## src/rtl/sine_dds_offset_binary.sv

```systemverilog
// Quarter-wave DDS sine source: 32-bit phase accumulator feeding a 3-stage LUT pipeline,
// producing offset-binary samples; FTW updates are deferred to a phase wrap.
module sine_dds_offset_binary #(
   parameter int PHASE_W = 32,
   parameter int LUT_AW  = 8,
   parameter int OUT_W   = 14
) (
   input  logic               clk,
   input  logic               rst_n,
   input  logic               enable,
   input  logic [PHASE_W-1:0] ftw_in,
   input  logic               ftw_valid,
   output logic               ftw_ready,
   input  logic [PHASE_W-1:0] phase_off,
   output logic [OUT_W-1:0]   sample_out,
   output logic               sample_valid,
   output logic               busy
);

   localparam int               MAG_W    = OUT_W - 1;
   localparam int               LUT_N    = 1 << LUT_AW;
   localparam logic [OUT_W-1:0] MIDSCALE = {1'b1, {MAG_W{1'b0}}};
   localparam real              MAG_MAX  = real'((1 << MAG_W) - 1);
   localparam real              HALF_PI  = 1.5707963267948966;

   typedef enum logic [1:0] {
      ST_IDLE,
      ST_RUN,
      ST_STOP
   } state_t;

   state_t             r_state;
   logic [PHASE_W-1:0] r_phase;
   logic [PHASE_W-1:0] r_ftw_active;
   logic [PHASE_W-1:0] r_ftw_pend;
   logic               r_pend_flag;
   logic               r_ftw_ready;
   logic               r_busy;

   logic               r_s1_vld;
   logic               r_s1_neg;
   logic [LUT_AW-1:0]  r_s1_addr;
   logic               r_s2_vld;
   logic               r_s2_neg;
   logic [MAG_W-1:0]   r_s2_mag;
   logic [OUT_W-1:0]   r_sample;
   logic               r_sample_vld;

   logic [PHASE_W:0]   w_sum;
   logic               w_wrap;
   logic               w_accept;
   logic               w_apply;
   logic [LUT_AW+1:0]  w_p_top;
   logic [LUT_AW-1:0]  w_addr;
   logic [MAG_W-1:0]   w_lut [LUT_N];

   // Midpoint-sampled quarter sine, folded to constants at elaboration
   for (genvar gi = 0; gi < LUT_N; gi++) begin : g_lut
      localparam real ANG = HALF_PI * (real'(gi) + 0.5) / real'(LUT_N);
      localparam int  VAL = $rtoi(MAG_MAX * $sin(ANG) + 0.5);
      assign w_lut[gi] = MAG_W'(VAL);
   end

   assign w_sum    = {1'b0, r_phase} + {1'b0, r_ftw_active};
   assign w_wrap   = w_sum[PHASE_W];
   assign w_accept = ftw_valid & ~r_pend_flag;
   assign w_apply  = r_pend_flag & ((r_state == ST_IDLE) | w_wrap);

   always_ff @(posedge clk) begin
      if (!rst_n) begin
         r_state      <= ST_IDLE;
         r_phase      <= '0;
         r_ftw_active <= '0;
         r_ftw_pend   <= '0;
         r_pend_flag  <= 1'b0;
         r_ftw_ready  <= 1'b1;
         r_busy       <= 1'b0;
      end else begin
         // A word accepted on a wrap cycle only lands in pend; it waits for the next wrap
         if (w_apply) begin
            r_ftw_active <= r_ftw_pend;
            r_pend_flag  <= 1'b0;
            r_ftw_ready  <= 1'b1;
         end
         if (w_accept) begin
            r_ftw_pend  <= ftw_in;
            r_pend_flag <= 1'b1;
            r_ftw_ready <= 1'b0;
         end

         case (r_state)
            ST_IDLE: begin
               r_phase <= '0;
               if (enable) begin
                  r_state <= ST_RUN;
                  r_busy  <= 1'b1;
               end
            end
            ST_RUN: begin
               r_phase <= w_sum[PHASE_W-1:0];
               if (!enable) begin
                  r_state <= ST_STOP;
               end
            end
            ST_STOP: begin
               if (enable) begin
                  r_state <= ST_RUN;
                  r_phase <= w_sum[PHASE_W-1:0];
               end else if (w_wrap || (r_ftw_active == '0)) begin
                  r_state <= ST_IDLE;
                  r_phase <= '0;
                  r_busy  <= 1'b0;
               end else begin
                  r_phase <= w_sum[PHASE_W-1:0];
               end
            end
            default: begin
               r_state <= ST_IDLE;
               r_phase <= '0;
               r_busy  <= 1'b0;
            end
         endcase
      end
   end

   // Only quadrant and LUT index bits of the offset phase are needed
   assign w_p_top = (LUT_AW+2)'((r_phase + phase_off) >> (PHASE_W - LUT_AW - 2));
   assign w_addr  = w_p_top[LUT_AW-1:0] ^ {LUT_AW{w_p_top[LUT_AW]}};

   always_ff @(posedge clk) begin
      if (!rst_n) begin
         r_s1_vld     <= 1'b0;
         r_s1_neg     <= 1'b0;
         r_s1_addr    <= '0;
         r_s2_vld     <= 1'b0;
         r_s2_neg     <= 1'b0;
         r_s2_mag     <= '0;
         r_sample     <= MIDSCALE;
         r_sample_vld <= 1'b0;
      end else begin
         r_s1_vld  <= (r_state != ST_IDLE);
         r_s1_neg  <= w_p_top[LUT_AW+1];
         r_s1_addr <= w_addr;

         r_s2_vld  <= r_s1_vld;
         r_s2_neg  <= r_s1_neg;
         r_s2_mag  <= w_lut[r_s1_addr];

         r_sample_vld <= r_s2_vld;
         if (!r_s2_vld) begin
            r_sample <= MIDSCALE;
         end else if (r_s2_neg) begin
            r_sample <= MIDSCALE - {1'b0, r_s2_mag};
         end else begin
            r_sample <= MIDSCALE + {1'b0, r_s2_mag};
         end
      end
   end

   assign ftw_ready    = r_ftw_ready;
   assign busy         = r_busy;
   assign sample_out   = r_sample;
   assign sample_valid = r_sample_vld;

endmodule
```

## config.mk

```make
export PLATFORM = sky130hd
export DESIGN_NAME = sine_dds_offset_binary
export DESIGN_NICKNAME = d
export VERILOG_FILES = /design/src/rtl/sine_dds_offset_binary.sv
export SDC_FILE = /design/constraint.sdc
export NUM_CORES = 1
export LEC_CHECK = 0
export BUFFER_PORTS_ARGS = -buffer_cell sky130_fd_sc_hd__buf_2
export CORE_UTILIZATION = 55
export CTS_BUF_LIST = sky130_fd_sc_hd__clkbuf_8 sky130_fd_sc_hd__clkbuf_16
export DETAILED_ROUTE_END_ITERATION = 6
export GPL_ROUTABILITY_DRIVEN = 0
export MAX_ROUTING_LAYER = met4
export PLACE_DENSITY = 0.74
export SLEW_MARGIN = 15
export SYNTH_ARGS = -nofsm -noshare
export SYNTH_HDL_FRONTEND = slang
export SYNTH_SLANG_ARGS = --single-unit
export TNS_END_PERCENT = 20
```

## constraint.sdc

```tcl
create_clock -name clk -period 3.8 [get_ports clk]
set_input_delay 0.19 -clock clk [delete_from_list [all_inputs] [get_ports clk]]
set_output_delay 0.19 -clock clk [all_outputs]
set_load 0.02 [all_outputs]
```

==> impl_metrics.toml <==
[power_and_ir_drop]
power_density_nw_per_um2 = 381.3
p_total_mw = 4.598
p_leak_nw = 5.238
ir_worst_vdd_uv = 327.4

[critical_path]
crit_required_ns = 4.15
crit_type = "register to register"
startpoint_type = "register"
critPathMaxFanout = 4
cp-end-kind = "register"
worstPathArrival_ns = 3.56

[clock_tree]
clock_sinks = 141
cts_setup_buffers = 0
root_buffer = "clkbuf_16"
insertion_delay_ns = 0.43
numCtsBuffers = 17
htreeDepth = 4
clockBufferDepth = 2
cts_tree = "done"
cts_resized = 0
path_clk_slew_ns = 0.06

[floorplanning]
initial_core_util = 0.5631
coreArea_sq_um = 18830
fp.dieW_microns = 140.9
rows = 50
dieHeight_microns = 140.9
ioPinCount = 85
dieArea_sq_um = 19840

[status]
outcome = "finished, violations left"
failed_checks = "DRC"

[routing]
drtIter0Drc = 1335
drc = 17
routed_via_density = 6.375
wl_microns = 33080
antenna_left = 0
routedWlPerCell_microns = 19.03
first_pass_iters = 7
vias = 11080

[min_path]
worstHoldPathType = "input pin to register"

[global_route]
grt_pass1_vias = 10230
grt_pass1_wl_microns = 52720
globalRoute.totalOverflow = 0
grt_max_degree = 93
grt_usage = 0.3472
antenna_found_initial = 0

[place]
placed_area_sq_um = 11130
pre_cts_ws_ns = 0.6289
portBuffers = 84
hpwl_microns = 22820

[timing]
period_minus_slack_ns = 3.206
slew_headroom = 0.2840
hold_viol = 0
setup_viol = 0
clock_skew_ns = 0.01308
slew_violations = 0
worst_slack_ns = 0.5940
setup_tns_ns = 0
post-route-period-util = 0.8437
tightestPinTransition_ns = 1.073
fmax_mhz = 311.9
grt_setup_unrepaired = "false"

[synth]
synthTopCellsByArea = "dfxtp_1 (27%), ha_1 (9.6%), a21oi_1 (6.5%), nand2_1 (6.4%), nor2_1 (6.1%)"
synth-edff-count = 0
async_flop_share = 0
syn-instance-count = 1410
synth_area_sq_um = 10600
ys_warn_count = 0
ys_types = 78
synth_nets = 1560
ys_seq_area_frac = 0.2662
synth.avg_cell_area_sq_um = 7.521
yosysTopAreaCellShare = 0.2662
yosysTopAreaCell = "dfxtp_1"
ys_seq_elements = 141
yosys_most_used_dff = "dfxtp_1"

[layout]
layout_common_cells = "nand2_1 (181), nor2_1 (173), a21oi_1 (138), dfxtp_1 (137), o21ai_0 (86)"
layout-drive-gt1-share = 0.1239
syn_to_final_growth_pct = 13.71
fin_nets = 1615
post-route-cell-area_sq_um = 12060
layout_commonest_cell = "nand2_1"

[job]
max-cap-violations = 0
cells by family after synthesis:
family | synth area share
xor+xnor | 0.04944
simple gates | 0.2070
buf+inv | 0.05310
flops | 0.2662
mux | 0.04743
compound gates | 0.2794
fa+ha+maj | 0.09746
worst paths after layout:
| kind | slack, ns | from | end | depth (start not counted) |
|---|---|---|---|---|
| min reg2reg | 0.44 | r_s1_vld$_SDFF_PN0_ | r_s2_vld$_SDFF_PN0_ | 1 |
| max | 0.59 | r_ftw_active[0]$_SDFFE_PN0P_ | r_state[1]$_SDFFE_PN0P_ | 12 |
| min | 0.03 | ftw_in[12] | r_ftw_pend[12]$_SDFFE_PN0P_ | 3 |
| max reg2reg | 0.59 | r_ftw_active[0]$_SDFFE_PN0P_ | r_state[1]$_SDFFE_PN0P_ | 12 |
registers in the layout, indices dropped and copies added (netlist names):
name and flops:
sample_valid 1, r_state 2, r_pend_flag 1, r_s1_vld 1, r_phase 32, busy 1, r_ftw_pend 32, r_s1_addr 8
r_ftw_active 32, ftw_ready 1, sample_out 14, r_s2_vld 1, r_s2_neg 1, r_s1_neg 1, r_s2_mag 13
worst max-delay path, cell delays in order (launching register included):
cell,delay [ns]
dfxtp_1,0.36
ha_1,0.18
inv_1,0.05
fa_1,0.36
and2b_1,0.23
o21a_1,0.12
o211ai_1,0.11
a21oi_1,0.34
o21ai_2,0.14
a211oi_2,0.42
o41ai_2,0.19
or3b_2,0.46
a31oi_1,0.16
layer usage:
metal / share of wire / track usage / routed length [microns] / vias to the layer above
met5: 0 / - / 0 / -
met4: 0.056 / 0.1848 / 1853 / 0
met3: 0.10 / 0.09103 / 3459 / 181
met2: 0.45 / 0.5378 / 14860 / 674
met1: 0.39 / 0.4129 / 12910 / 5003
li1: - / - / - / 5222
area by class of cell:
cell class,count,area (sq um)
fillers,1659,6773
clock inverters,13,176.4
diodes,1,2.502
flip-flops and latches,141,2830
repair buffers,142,943.4
multi-input cells,1137,7232
clock buffers,18,450.4
inverters,26,97.59
well taps,260,325.3
per-stage QoR:
stage | util | instances | hold slack, ns
after floorplan | - | 1410 | 0.3164
after global placement | 0.5910 | 1676 | 0.4153
after detailed placement | 0.5910 | 1676 | 0.4188
after CTS | 0.6402 | 1737 | 0.006800
after global routing | 0.6402 | 1737 | 0.03199
final | 0.6403 | 1738 | 0.03250
power breakdown:
group          switching (mW)  internal [mW]
Combinational           0.753          0.440
Clock                   0.694           1.08
Sequential             0.0784           1.55
synthesized netlist by cell type, types with 9 or more instances:
master,n
nand2_1,181
nor2_1,173
dfxtp_1,141
a21oi_1,138
o21ai_0,86
ha_1,81
clkbuf_1,72
mux2i_1,39
nor3_1,31
a21o_1,30
nand3_1,29
o211ai_1,28
xnor2_1,27
xor2_1,27
inv_1,23
a31oi_1,22
buf_1,21
a211oi_1,19
a311oi_1,15
nand2b_1,14
o21a_1,11
nand4_1,10
nor4_1,10
o22ai_1,10
o31ai_1,10
and3_1,9
buf_2,9
nor2b_1,9
repair_timing:
action	in CTS	in global routing
hold buffers	30	0
hold endpoints to repair	30	0
endpoints found under the setup margin	0	0
(Power assumes the default switching activity.)
